===== src/rtl/fixed_sched_pkg.sv =====
// Shared types and constants for the fixed-order scheduler: FSM states, order count,
// default encoder latency / accumulator width and the Rice-parameter helpers.
package fixed_sched_pkg;

    localparam int NUM_ORDERS      = 5;
    localparam int DEFAULT_LATENCY = 8;
    localparam int DEFAULT_SUM_W   = 32;

    typedef enum logic [2:0] {
        IDLE    = 3'd0,
        ENC_RST = 3'd1,
        FEED    = 3'd2,
        FLUSH   = 3'd3,
        CMP     = 3'd4,
        DONE    = 3'd5
    } state_t;

    // Index of the highest set bit; an all-zero input maps to 0.
    function automatic int msb_index(input logic [63:0] v);
        int idx;
        idx = 0;
        for (int i = 0; i < 64; i++) begin
            if (v[i]) idx = i;
        end
        return idx;
    endfunction

    function automatic logic [4:0] rice_param(input logic [63:0] best_sum, input logic [63:0] n);
        int diff;
        diff = msb_index(best_sum) - msb_index(n);
        return (diff <= 0) ? 5'd0 : 5'(diff);
    endfunction

endpackage


===== src/rtl/abs_sat_accumulator.sv =====
// One per-order accumulator: adds |residual| (computed one bit wider so the most negative
// residual has a representable magnitude) and saturates at the all-ones sum.
module abs_sat_accumulator #(
    parameter int SAMPLE_W = 16,
    parameter int SUM_W    = 32
) (
    input  logic                       iClock,
    input  logic                       iReset,
    input  logic                       clear,
    input  logic                       add_en,
    input  logic signed [SAMPLE_W-1:0] residual,
    output logic        [SUM_W-1:0]    sum
);

    localparam int MAG_W = SAMPLE_W + 1;
    localparam int ACC_W = ((SUM_W > MAG_W) ? SUM_W : MAG_W) + 1;
    localparam logic [SUM_W-1:0] SUM_MAX = '1;

    logic [MAG_W-1:0] ext;
    logic [MAG_W-1:0] mag;
    logic [ACC_W-1:0] total;

    // NOTE: every signal written here gets a value on every path, otherwise a latch is inferred.
    always_comb begin
        ext   = {residual[SAMPLE_W-1], residual};
        mag   = residual[SAMPLE_W-1] ? (~ext + 1'b1) : ext;
        total = ACC_W'(sum) + ACC_W'(mag);
    end

    // NOTE: state registers use non-blocking assignments so every flop samples pre-edge values.
    always_ff @(posedge iClock) begin
        if (iReset || clear) begin
            sum <= '0;
        end else if (add_en) begin
            sum <= (total > ACC_W'(SUM_MAX)) ? SUM_MAX : total[SUM_W-1:0];
        end
    end

endmodule


===== src/rtl/fixed_order_scheduler.sv =====
// Runs one block through the order-0..4 fixed-predictor encoders and reports the order with
// the smallest |residual| sum. Optional macro FIXED_SCHED_RICE_EN adds the oRiceParam output.
module fixed_order_scheduler
    import fixed_sched_pkg::*;
#(
    parameter int SAMPLE_W  = 16,
    parameter int SUM_W     = DEFAULT_SUM_W,
    parameter int BLK_W     = 16,
    parameter int LATENCY   = DEFAULT_LATENCY,
    parameter int MIN_BLOCK = 16
) (
    input  logic                           iClock,
    input  logic                           iReset,
    input  logic                           iStart,
    input  logic [BLK_W-1:0]               iBlockSize,
    input  logic                           iSampleValid,
    input  logic [SAMPLE_W-1:0]            iSample,
    output logic                           oSampleReady,
    output logic                           oEncReset,
    output logic                           oEncEnable,
    output logic [SAMPLE_W-1:0]            oEncSample,
    input  logic [NUM_ORDERS*SAMPLE_W-1:0] iResiduals,
    output logic                           oBusy,
    output logic                           oDone,
    output logic [2:0]                     oBestOrder,
    output logic [SUM_W-1:0]               oBestSum,
    output logic                           oBlockErr
`ifdef FIXED_SCHED_RICE_EN
    ,
    output logic [4:0]                     oRiceParam
`endif
);

    localparam int EN_W = BLK_W + 1;

    state_t                 state, state_nxt;
    logic [BLK_W-1:0]       blk_size;
    logic [BLK_W-1:0]       in_cnt;
    logic [EN_W-1:0]        en_cnt;
    logic [EN_W-1:0]        sample_idx;
    logic                   rst_hold;
    logic                   blk_err_q;
    logic                   transfer;
    logic                   enc_en;
    logic                   tag_valid;
    logic                   acc_clear;
    logic                   start_ok;
    logic [NUM_ORDERS-1:0]  add_en;
    logic [SUM_W-1:0]       sums [NUM_ORDERS];
    logic [2:0]             min_order;
    logic [SUM_W-1:0]       min_sum;
    logic [2:0]             best_order_q;
    logic [SUM_W-1:0]       best_sum_q;

    assign start_ok     = iStart && (iBlockSize >= BLK_W'(MIN_BLOCK));
    assign oSampleReady = (state == FEED);
    assign transfer     = iSampleValid && oSampleReady;
    // Stalls in FEED leave the encoder pipeline frozen; FLUSH clocks it every cycle.
    assign enc_en       = transfer || (state == FLUSH);
    assign oEncEnable   = enc_en;
    assign oEncSample   = (state == FEED) ? iSample : '0;
    assign oEncReset    = rst_hold || (state == ENC_RST);
    assign oBusy        = (state != IDLE);
    assign oDone        = (state == DONE);
    assign oBestOrder   = best_order_q;
    assign oBestSum     = best_sum_q;
    assign oBlockErr    = blk_err_q;
    assign acc_clear    = (state == ENC_RST);

    always_comb begin
        state_nxt = state;
        unique case (state)
            IDLE:    if (start_ok) state_nxt = ENC_RST;
            ENC_RST: state_nxt = FEED;
            FEED:    if (transfer && (in_cnt == blk_size - 1'b1)) state_nxt = FLUSH;
            FLUSH:   if (en_cnt == {1'b0, blk_size} + EN_W'(LATENCY - 1)) state_nxt = CMP;
            CMP:     state_nxt = DONE;
            DONE:    state_nxt = IDLE;
            default: state_nxt = IDLE;
        endcase
    end

    always_ff @(posedge iClock) begin
        if (iReset) begin
            state        <= IDLE;
            blk_size     <= '0;
            in_cnt       <= '0;
            en_cnt       <= '0;
            rst_hold     <= 1'b1;
            blk_err_q    <= 1'b0;
            best_order_q <= '0;
            best_sum_q   <= '0;
        end else begin
            state     <= state_nxt;
            rst_hold  <= 1'b0;
            blk_err_q <= (state == IDLE) && iStart && !start_ok;
            if ((state == IDLE) && start_ok) blk_size <= iBlockSize;
            if (state == ENC_RST) begin
                in_cnt <= '0;
                en_cnt <= '0;
            end else begin
                if (transfer) in_cnt <= in_cnt + 1'b1;
                if (enc_en)   en_cnt <= en_cnt + 1'b1;
            end
            if (state == CMP) begin
                best_order_q <= min_order;
                best_sum_q   <= min_sum;
            end
        end
    end

    // Residuals lag the enables by LATENCY; order k ignores its first k warm-up samples.
    assign sample_idx = en_cnt - EN_W'(LATENCY);
    assign tag_valid  = enc_en && (en_cnt >= EN_W'(LATENCY)) && (sample_idx < {1'b0, blk_size});

    for (genvar k = 0; k < NUM_ORDERS; k++) begin : g_acc
        assign add_en[k] = tag_valid && (sample_idx >= EN_W'(k));

        abs_sat_accumulator #(
            .SAMPLE_W (SAMPLE_W),
            .SUM_W    (SUM_W)
        ) u_acc (
            .iClock   (iClock),
            .iReset   (iReset),
            .clear    (acc_clear),
            .add_en   (add_en[k]),
            .residual (iResiduals[k*SAMPLE_W +: SAMPLE_W]),
            .sum      (sums[k])
        );
    end

    // Strict less-than keeps the lowest order on ties.
    always_comb begin
        min_order = '0;
        min_sum   = sums[0];
        for (int k = 1; k < NUM_ORDERS; k++) begin
            if (sums[k] < min_sum) begin
                min_order = 3'(k);
                min_sum   = sums[k];
            end
        end
    end

`ifdef FIXED_SCHED_RICE_EN
    logic [4:0] rice_q;

    always_ff @(posedge iClock) begin
        if (iReset) begin
            rice_q <= '0;
        end else if (state == CMP) begin
            rice_q <= rice_param(64'(min_sum), 64'(blk_size));
        end
    end

    assign oRiceParam = rice_q;
`endif

endmodule


===== config.mk =====
export PLATFORM = sky130hd
export DESIGN_NAME = fixed_order_scheduler
export DESIGN_NICKNAME = d
export VERILOG_FILES = /design/src/rtl/fixed_sched_pkg.sv /design/src/rtl/abs_sat_accumulator.sv /design/src/rtl/fixed_order_scheduler.sv
export SDC_FILE = /design/constraint.sdc
export NUM_CORES = 1
export LEC_CHECK = 0
export CAP_MARGIN = 0
export CORE_MARGIN = 5
export CORE_UTILIZATION = 66
export DETAILED_ROUTE_END_ITERATION = 12
export DONT_BUFFER_PORTS = 1
export GPL_TIMING_DRIVEN = 1
export PLACE_DENSITY_LB_ADDON = 0.2
export SKIP_CTS_REPAIR_TIMING = 1
export SYNTH_ARGS = -nofsm -noshare
export SYNTH_HDL_FRONTEND = slang
export SYNTH_SLANG_ARGS = --single-unit

===== constraint.sdc =====
create_clock -name iClock -period 18.2 [get_ports iClock]
set_clock_uncertainty 0.15 [all_clocks]
set_input_delay 3.64 -clock iClock [delete_from_list [all_inputs] [get_ports iClock]]
set_output_delay 3.64 -clock iClock [all_outputs]
set_load 0.02 [all_outputs]

**After elaboration in Yosys (flattened, before gate mapping)**

Cells that the tools add are included.

- Bits in registers: 249
- Bits in latches: 0
- Bits in writable memories: 0
- Memory bits (read-only): 0
- Input bits: 116
- Output and inout bits: 57
- Memories kept: 0

- Add/subtract/negate cells: 15
- Multiply operators: 0
- Divide/modulo/power cells: 0
- Order comparisons: 17
- Eq/ne operators: 10
- Shift-type cells: 0
- Muxes and demuxes: 24
- Bitwise gates (word level): 5
- Reduce and logical (&&, ||, !) cells: 21

Operators with widths:

| kind | count |
|---|---|
| $mux 32 | 9 |
| $add 32x17->33 | 5 |
| $gt 33x32->1 const B | 5 |
| $lt 32x32->1 | 4 |
| $add 17x1->17 const B | 6 |
| $mux 17 | 5 |
| $not 17->17 | 5 |
| $ge 17x1->1 const B | 2 |
| $ge 17x2->1 const B | 2 |
| $mux 3 | 6 |
| $add 16x3->17 const B | 1 |
| $eq 17x17->1 | 1 |
| $ge 17x3->1 const B | 1 |
| $ge 17x4->1 const B | 1 |
| $lt 17x16->1 | 1 |
| $sub 17x4->17 const B | 1 |
| $add 16x1->16 const B | 1 |
| $eq 16x16->1 | 1 |
| $ge 16x5->1 const B | 1 |
| $mux 16 | 1 |
| $sub 16x1->16 const B | 1 |
| $pmux 3 s5 | 1 |
| $logic_and 1x1->1 | 13 |
| $eq 3x2->1 const B | 2 |
| other kinds (11) | 16 |

**Longest topological paths before layout**

Gate-level depths: netlist of the first run.

- Depth in word-level cells: 8
- Gate-level depth with buffers: 51

**Hierarchy**

Synthesis of the first run repeated with hierarchy kept, for this count alone.

- Cell total of the unflattened synthesis: 2892
- Area total of the unflattened synthesis: 22389.0 um^2

By module, submodules not included:

| module | times used | cells each | area each (um^2) |
|---|---|---|---|
| abs_sat_accumulator (g_acc[0].u_acc ...) | 4 | 317 | 2486.1 |
| fixed_order_scheduler | 1 | 1298 | 9875.7 |
| abs_sat_accumulator (g_acc[4].u_acc) | 1 | 326 | 2568.7 |

**Worst setup path after synthesis of the first run**

No wires, ideal clock.

- Kind: register -> register
- From: register g_acc[0].u_acc.sum[2]
- To: register best_sum_q[28] (netlist: oBestSum[28])
- Library setup time: 122 ps
- Arrival time: 9667 ps
- Data required time: 17928 ps
- Path slack: 8261 ps
- Cell stages (with the launch flop): 51
- Buffers on the path: 7
- Period minus slack after synthesis: 9939 ps
- Cells stage by stage: dfxtp_1 inv_1 ha_1 a211oi_1 o21ai_0 a21oi_1 o21ai_0 a21oi_1 clkbuf_1 clkbuf_1 a21oi_1 ha_1 nand4_1 nor3_1 o21ai_0 a21oi_1 o32a_1 nor3_1 [15 not listed] nand2_1 buf_1 mux2_2 inv_1 ha_1 a21o_1 a21o_1 a21o_1 a21o_1 a21o_1 a21o_1 a221o_1 nand2_1 nand4_1 o21ba_2 clkbuf_1 buf_2 a221o_1

- Longest elaborated chain between the ends: 8

RTL lines:

| element | line | text |
|---|---|---|
| start, declared | abs_sat_accumulator.sv:12 | `output logic [SUM_W-1:0] sum` |
| start signal, assigned | abs_sat_accumulator.sv:35 | `sum <= (total > ACC_W'(SUM_MAX)) ? SUM_MAX : total[SUM_W-1:0];` |
| $lt 32x32->1 | fixed_order_scheduler.sv:137 | `if (sums[k] < min_sum) begin` |
| $mux 32 * | fixed_order_scheduler.sv:137 |  |
| $lt 32x32->1 | fixed_order_scheduler.sv:137 |  |
| $mux 32 * | fixed_order_scheduler.sv:137 |  |
| $lt 32x32->1 | fixed_order_scheduler.sv:137 |  |
| $mux 32 * | fixed_order_scheduler.sv:137 |  |
| $lt 32x32->1 | fixed_order_scheduler.sv:137 |  |
| $mux 32 * | fixed_order_scheduler.sv:137 |  |
| end signal, assigned | fixed_order_scheduler.sv:107 | `best_sum_q <= min_sum;` |
| end, declared | fixed_order_scheduler.sv:53 | `logic [SUM_W-1:0] best_sum_q;` |

Mark *: on every way between the ends. The rest lies on a longest branch, timed or not.
A chain may end at the register's enable or synchronous reset.

**Worst setup path after layout of the first run**

- From: register g_acc[1].u_acc.sum[17]
- To: register best_sum_q[27] (netlist: oBestSum[27])

- Longest elaborated chain between the ends: 8

RTL lines:

| element | line |
|---|---|
| start, declared | abs_sat_accumulator.sv:12 |
| start signal, assigned | abs_sat_accumulator.sv:35 |
| $lt 32x32->1 | fixed_order_scheduler.sv:137 |
| $mux 32 * | fixed_order_scheduler.sv:137 |
| $lt 32x32->1 | fixed_order_scheduler.sv:137 |
| $mux 32 * | fixed_order_scheduler.sv:137 |
| $lt 32x32->1 | fixed_order_scheduler.sv:137 |
| $mux 32 * | fixed_order_scheduler.sv:137 |
| $lt 32x32->1 | fixed_order_scheduler.sv:137 |
| $mux 32 * | fixed_order_scheduler.sv:137 |

Marks and branches as above.

==> results of run 1 <==
logic make-up (layout without fill, tap and decap cells):
family	count (synthesis)	in the layout	share of synthesized area
AND/OR/NAND/NOR	876	876	0.2110
flip-flops	249	249	0.2352
multiplexers	56	56	0.02833
adder cells (fa/ha/maj)	243	243	0.1450
AO/OA/AOI/OAI	779	779	0.2321
buffers and inverters	318	257	0.05779
other	1	5	0.0001769
XOR/XNOR	219	219	0.09049
worst min-delay path by stage:
stage                                        start                             endpoint  slack [ns]  depth (start not counted)
2_1_floorplan  g_acc[3].u_acc.sum[22]$_SDFFE_PP0P_  g_acc[3].u_acc.sum[22]$_SDFFE_PP0P_        0.33                          1
5_1_grt        g_acc[0].u_acc.sum[24]$_SDFFE_PP0P_  g_acc[0].u_acc.sum[24]$_SDFFE_PP0P_        0.39                          2
3_3_place_gp   g_acc[0].u_acc.sum[24]$_SDFFE_PP0P_  g_acc[0].u_acc.sum[24]$_SDFFE_PP0P_        0.35                          2
4_1_cts        g_acc[0].u_acc.sum[24]$_SDFFE_PP0P_  g_acc[0].u_acc.sum[24]$_SDFFE_PP0P_        0.36                          2
3_5_place_dp   g_acc[0].u_acc.sum[24]$_SDFFE_PP0P_  g_acc[0].u_acc.sum[24]$_SDFFE_PP0P_        0.35                          2
6_report       g_acc[0].u_acc.sum[24]$_SDFFE_PP0P_  g_acc[0].u_acc.sum[24]$_SDFFE_PP0P_        0.36                          2
power groups by stage:
stage	clock, mW	combinational [mW]	sequential (mW)
3_5_place_dp	0	0.211	0.578
5_1_grt	0.647	0.238	0.568
2_1_floorplan	0	0.181	0.569
4_1_cts	0.620	0.214	0.566
3_3_place_gp	0	0.206	0.577
6_report	0.615	0.215	0.566
state kept, by name, summed over array words and instances, names as in the netlist:
register,flops
blk_size,16
en_cnt,17
oBestSum,32
rst_hold,1
oBlockErr,1
oBestOrder,3
state,3
g_acc.u_acc.sum,160
in_cnt,16
metal layers:
layer / track usage / vias to the layer above / wire [um] / share of wire
met2: 0.5472 / 764 / 27970 / 0.47
met4: 0.09405 / 0 / 1858 / 0.031
met3: 0.04720 / 138 / 4411 / 0.074
met5: 0 / - / 0 / 0
li1: - / 9799 / - / -
met1: 0.4159 / 9446 / 25050 / 0.42
worst max-delay path: cells and delay by family, from the launching register on:
| family | cells | cell delay, ns |
|---|---|---|
| adder cells (fa/ha/maj) | 4 | 1.15 |
| buffers and inverters | 6 | 1.65 |
| flip-flops | 1 | 0.61 |
| AND/OR/NAND/NOR | 7 | 1.52 |
| multiplexers | 1 | 0.40 |
| AO/OA/AOI/OAI | 28 | 6.04 |
layout make-up:
class,instances,share of cell area
inverters,194,0.03256
flip-flops and latches,249,0.2229
well taps,402,0.02249
clock buffers,43,0.03837
multi-input cells,2178,0.6732
clock inverters,7,0.006209
repair buffers,13,0.004363
placed cells by master (no fill, tap or decap), types with 8 or more instances in the layout:
| cell | netlist | final |
|---|---|---|
| nor4_1 | 29 | 29 |
| clkbuf_8 | 0 | 8 |
| and3_1 | 47 | 47 |
| a311oi_1 | 22 | 22 |
| nor3_1 | 77 | 75 |
| nand2_1 | 169 | 169 |
| mux2i_1 | 24 | 24 |
| nor2_1 | 220 | 219 |
| clkbuf_16 | 0 | 29 |
| nand4_1 | 52 | 52 |
| and2_1 | 65 | 65 |
| or3_1 | 22 | 22 |
| or4_1 | 10 | 10 |
| o21ai_0 | 196 | 196 |
| a41oi_1 | 10 | 10 |
| and4_1 | 12 | 12 |
| nor2b_1 | 23 | 23 |
| ha_1 | 236 | 236 |
| o31ai_1 | 23 | 23 |
| a221o_1 | 33 | 33 |
| or2_2 | 17 | 16 |
| inv_1 | 193 | 193 |
| a21o_1 | 62 | 62 |
| a31oi_1 | 99 | 98 |
| dfxtp_1 | 249 | 249 |
| mux2_2 | 32 | 32 |
| xnor2_1 | 146 | 146 |
| o21a_1 | 17 | 17 |
| nand2b_1 | 30 | 30 |
| a21oi_1 | 215 | 212 |
| o41ai_1 | 14 | 14 |
| a211oi_1 | 29 | 29 |
| xor2_1 | 73 | 73 |
| nand3_1 | 68 | 68 |
| buf_4 | 0 | 13 |
==> results.md, run 1 <==
- Die height: approximately 190 um
- Share of cells above drive strength 1: 0.05030
- CTS Buffer Depth: 3
- Launching element of the worst setup path: g_acc[1].u_acc.sum[17]$_SDFFE_PP0P_
- Core ar.: 0.03164 mm^2
- Post-Layout Cell Count: roughly 3000
- Die ar.: 0.03580 mm^2
- Register Area: 0.004985 mm^2
- Commonest cells in the netlist: dfxtp_1, ha_1, nor2_1
- Diodes inserted: 0
- Syn Area/Cell: about 7.7 um^2
- Area delta synth->final: 5.519%
- Pwr/cell area: approximately 62 mW/mm^2
- DRC viols: 0
- Final Max Tran Viols: 0
- Final Instance Area: roughly 0.022 mm^2
- Number of global-route vias before repair: between 15000 and 20000
- Setup slack at placement: between 6 and 7 ns
- Die Span X: 189.2 um
- Grt total ovfl: 0
- Critical path class: reg2reg
- # port buffers: 0
- Combinational Power Share: 0.154
- Wire per inst: around 19 um
- Yosys cell types: 78
- PnR Total Power: roughly 1.4 mW
- H-tree levels: 1
- Rel. slew slack: 0.1212
- TritonCTS clock tree: yes
- Cell mode on critical path: a21o_1
- Mapped Area: about 0.021 mm^2
- Yosys reg bits: 249
- Final setup fails: 0
- Critical Path End Type: flop
- Most common cell in the synthesized netlist: dfxtp_1
- Post-synth top area cell: dfxtp_1
- Max FO, Critical Path: between 60 and 70
- Post-Syn Instances: ~2700
- CP peak stage delay: between 0.7 and 0.8 ns
- Reg2reg setup slack: roughly 6.6 ns
- Setup TNS: 0 ns
- Worst Path Required: 18.53 ns
- Sequential Power Share: 0.406
- Hold Path Class: reg2reg
- Largest net degree at the start of global routing: 88
- Slowest CP cell: nor3_2
- Fin Hold WS: 0.3597 ns
- Fmax: ~86 MHz
- Placed Cells: 3036
- Detailed Place HPWL: 45260 um
- Main flop type after synthesis: dfxtp_1
- Initial DRT Pass Iterations: 9
- GPL Wtd Cong: slightly above 1
- GRT Overall Usage: 0.3182
- I/O pin count: approximately 170
- Core Rows: 65
- FF-to-FF path depth: 46
- CTS root buf: clkbuf_16
- Util after Layout: 0.7070
- Worst vdd ir: 87.02 uV
- Worst flop-to-flop path startpoint: g_acc[1].u_acc.sum[17]$_SDFFE_PP0P_
- Synth area leaders: dfxtp_1, ha_1, xnor2_1, a21oi_1, o21ai_0
- Sequential area share after synthesis: 0.2352
- Clk pin slew, worst setup/hold paths: 0.06 ns
- Min Tclk post-route: 11.59 ns
- Startpoint types: flop
- Filler cells: between 2000 and 3000
- Placed Area: 0.02137 mm^2
- First DRT Iteration DRCs: between 1500 and 2000
- Tcrit/Tclk final: 0.6368
- Critical Path AT: between 10 and 15 ns
- Final wirelength: ~59000 um
- Share of async-settable or async-resettable flops after synthesis: 0
- Number of max-cap violations: 0
- DR vias/cell: about 6.5
- Switching Share: 0.2734
- Fin worst setup slack: 6.611 ns
- Routed via count: slightly above 20000
- CTS sink cnt: about 250
- Yosys Warn Count: 0
- RSZ-0062 raised after global routing: false
- NetSw: ~0.38 mW
- Initial core utilization: 0.6700
- Internal: between 1 and 1.5 mW
- Least-Margin Pin Slew: 1.313 ns
- Initial antenna violation count: 0
- Yosys top cell area share: 0.2352
- Area of the multi-input gates: around 0.015 mm^2
- Num CTS Buffers: 28
- First-pass GRT wire length: 96720 um
- Clock share of power: 0.441
- Final nets: between 3000 and 4000
- Lkg Pwr: ~9.4 nW
- Critical Path Sink: oBestSum[27]$_SDFFE_PP0P_
- Final hold vios: 0
- Post-synth EDFFs: 0
- Clk_lat worst skew: 0.56 ns
- FF-to-FF End: oBestSum[27]$_SDFFE_PP0P_
- Routed Antenna Nets: 0
- Outcome: finished clean
Power figures use the tool's default switching activity.
==> run 2, diff against run 1 <==
==> constraint.sdc (replaced) <==
create_clock -name iClock -period 12 [get_ports iClock]
set_clock_uncertainty 0.15 [all_clocks]
set_input_delay 2.4 -clock iClock [delete_from_list [all_inputs] [get_ports iClock]]
set_output_delay 2.4 -clock iClock [all_outputs]
set_load 0.02 [all_outputs]
==> results.md, run 2 (synthesis results as in run 1) <==
- Outcome: finished clean (unchanged)
- Cell mode on critical path: a21o_1 (unchanged)
- TritonCTS clock tree: yes (unchanged)
- Final Max Tran Viols: 0 (unchanged)
- Rel. slew slack: 0.1004 (was 0.1212)
- Final hold vios: 0 (unchanged)
- Critical Path AT: 11.42 ns (was 11.92 ns)
- H-tree levels: 1 (unchanged)
- Startpoint types: flop (unchanged)
- Initial DRT Pass Iterations: 8 (was 9)
- Met3 wire len: 5266 um (was 4411 um)
- DRC viols: 0 (unchanged)
- CTS root buf: clkbuf_16 (unchanged)
- Critical Path End Type: flop (unchanged)
- Max FO, Critical Path: 37 (was 67)
- Register Area: 0.004985 mm^2 (unchanged)
- Wire per inst: 19.41 um (was 19.21 um)
- Core ar.: 0.03164 mm^2 (unchanged)
- Detailed Place HPWL: 45760 um (was 45260 um)
- Critical path class: reg2reg (unchanged)
- Initial antenna violation count: 0 (unchanged)
- Placed Cells: 3038 (was 3036)
- Worst Path Required: 12.28 ns (was 18.53 ns)
- Least-Margin Pin Slew: 1.339 ns (was 1.313 ns)
- WP buf/inv: 6 (unchanged)
- Commonest non-fill, non-tap cell in the layout: dfxtp_1 (unchanged)
- Reg2reg setup slack: 0.87 ns (was 6.61 ns)
- Routed via count: 20321 (was 20147)
- Tcrit/Tclk final: 0.9279 (was 0.6368)
- Fin Hold WS: 0.3793 ns (was 0.3597 ns)
- I/O pin count: 173 (unchanged)
- Diodes inserted: 0 (unchanged)
- Pwr/cell area: 91.36 mW/mm^2 (was 62.41 mW/mm^2)
- CTS Buffer Depth: 3 (unchanged)
- Post-Layout Cell Count: 3091 (was 3086)
- Final nets: 3027 (was 3021)
- Setup TNS: 0 ns (unchanged)
- Clk pin slew, worst setup/hold paths: 0.06 ns (about the same)
- GRT Overall Usage: 0.3192 (was 0.3182)
- Core Rows: 65 (unchanged)
- Final setup fails: 0 (unchanged)
- Final wirelength: 59980 um (was 59290 um)
- Slowest CP cell: a31oi_4 (was nor3_2)
- Lkg Pwr: 9.402 nW (was 9.424 nW)
- Worst vdd ir: 138.2 uV (was 87.02 uV)
- Launching element of the worst setup path: g_acc[0].u_acc.sum[30]$_SDFFE_PP0P_ (was g_acc[1].u_acc.sum[17]$_SDFFE_PP0P_)
- First-pass GRT wire length: 96440 um (was 96720 um)
- CTS sink cnt: 249 (unchanged)
- Fmax: 89.81 MHz (was 86.29 MHz)
- Reg with most FFs: g_acc.u_acc.sum (unchanged)
- Grt total ovfl: 0 (unchanged)
- FF-to-FF End: oBestSum[28]$_SDFFE_PP0P_ (was oBestSum[27]$_SDFFE_PP0P_)
- Die Span X: 189.2 um (unchanged)
- Placed Area: 0.02139 mm^2 (was 0.02137 mm^2)
- Worst flop-to-flop path startpoint: g_acc[0].u_acc.sum[30]$_SDFFE_PP0P_ (was g_acc[1].u_acc.sum[17]$_SDFFE_PP0P_)
- Filler cells: 2573 (was 2647)
- DR vias/cell: 6.574 (was 6.529)
- Largest register FFs: 160 (unchanged)
- First DRT Iteration DRCs: 1548 (was 1605)
- Share of cells above drive strength 1: 0.05281 (was 0.05030)
- Clk_lat worst skew: 0.56 ns (about the same)
- WL met2: 27330 um (was 27970 um)
- Largest net degree at the start of global routing: 95 (was 88)
- Crit. path cell count: 43 (was 46)
- Initial core utilization: 0.6700 (unchanged)
- # port buffers: 0 (unchanged)
- Final Instance Area: 0.02233 mm^2 (was 0.02237 mm^2)
- Die ar.: 0.03580 mm^2 (unchanged)
- FF-to-FF path depth: 43 (was 46)
- Number of global-route vias before repair: 19513 (was 19253)
- RSZ-0062 raised after global routing: false (unchanged)
- Highest metal used: met4 (unchanged)
- Area of the multi-input gates: 0.01508 mm^2 (was 0.01506 mm^2)
- Hold Path Class: reg2reg (unchanged)
- WL met1: 25000 um (was 25050 um)
- Die height: 189.2 um (unchanged)
- Num CTS Buffers: 28 (unchanged)
- Routed Antenna Nets: 0 (unchanged)
- Crit path max-delay family: compound AO/OA/AOI/OAI gates (unchanged)
- Critical Path Sink: oBestSum[28]$_SDFFE_PP0P_ (was oBestSum[27]$_SDFFE_PP0P_)
- GPL Wtd Cong: 0.9619 (was 1.027)
- Area delta synth->final: 5.348% (was 5.519%)
- Number of max-cap violations: 0 (unchanged)
- CP peak stage delay: 0.75 ns (was 0.72 ns)
- PnR Total Power: 2.040 mW (was 1.396 mW)
- Min Tclk post-route: 11.13 ns (was 11.59 ns)
- Commonest cells after routing, fill and taps aside: dfxtp_1, ha_1, nor2_1 (unchanged)
## run 2: how the worst min path moves through the flow
stage / start / end / slack [ns] / cells after the start
CTS: g_acc[0].u_acc.sum[20]$_SDFFE_PP0P_ / g_acc[0].u_acc.sum[20]$_SDFFE_PP0P_ / 0.38 / 1
floorplan: g_acc[3].u_acc.sum[22]$_SDFFE_PP0P_ / g_acc[3].u_acc.sum[22]$_SDFFE_PP0P_ / 0.33 / 1
global placement: blk_size[1]$_SDFFE_PP0P_ / blk_size[1]$_SDFFE_PP0P_ / 0.35 / 2
finish: g_acc[0].u_acc.sum[20]$_SDFFE_PP0P_ / g_acc[0].u_acc.sum[20]$_SDFFE_PP0P_ / 0.38 / 1
detailed placement: g_acc[0].u_acc.sum[20]$_SDFFE_PP0P_ / g_acc[0].u_acc.sum[20]$_SDFFE_PP0P_ / 0.36 / 1
global route: g_acc[0].u_acc.sum[20]$_SDFFE_PP0P_ / g_acc[0].u_acc.sum[20]$_SDFFE_PP0P_ / 0.39 / 1
## run 2: cell type report
type | count | share of cell area
multi-input cells | 2179 | 0.6753
flip-flops and latches | 249 | 0.2232
clock buffers | 42 | 0.03827
inverters | 194 | 0.03261
well taps | 402 | 0.02252
repair buffers | 18 | 0.006051
clock inverters | 7 | 0.002073
## run 2: routing by layer
layer | vias up | GRT usage
li1 | 9819 | -
met1 | 9493 | 0.4085
met2 | 852 | 0.5292
met3 | 157 | 0.07061
met4 | 0 | 0.1199
met5 | - | 0
## run 2: per-stage QoR
stage                 util  setup WS, ns
floorplan                -         2.061
global placement    0.6760        0.9786
detailed placement  0.6760        0.6747
CTS                 0.7044        0.6377
global route        0.7059       0.09307
finish              0.7059        0.8653
## run 2: report_power, final
part,leakage (nW),internal (mW),switching [mW]
Sequential,2.01,0.837,0.0215
Clock,0.437,0.488,0.366
Combinational,6.96,0.128,0.200
Total,9.40,1.45,0.588
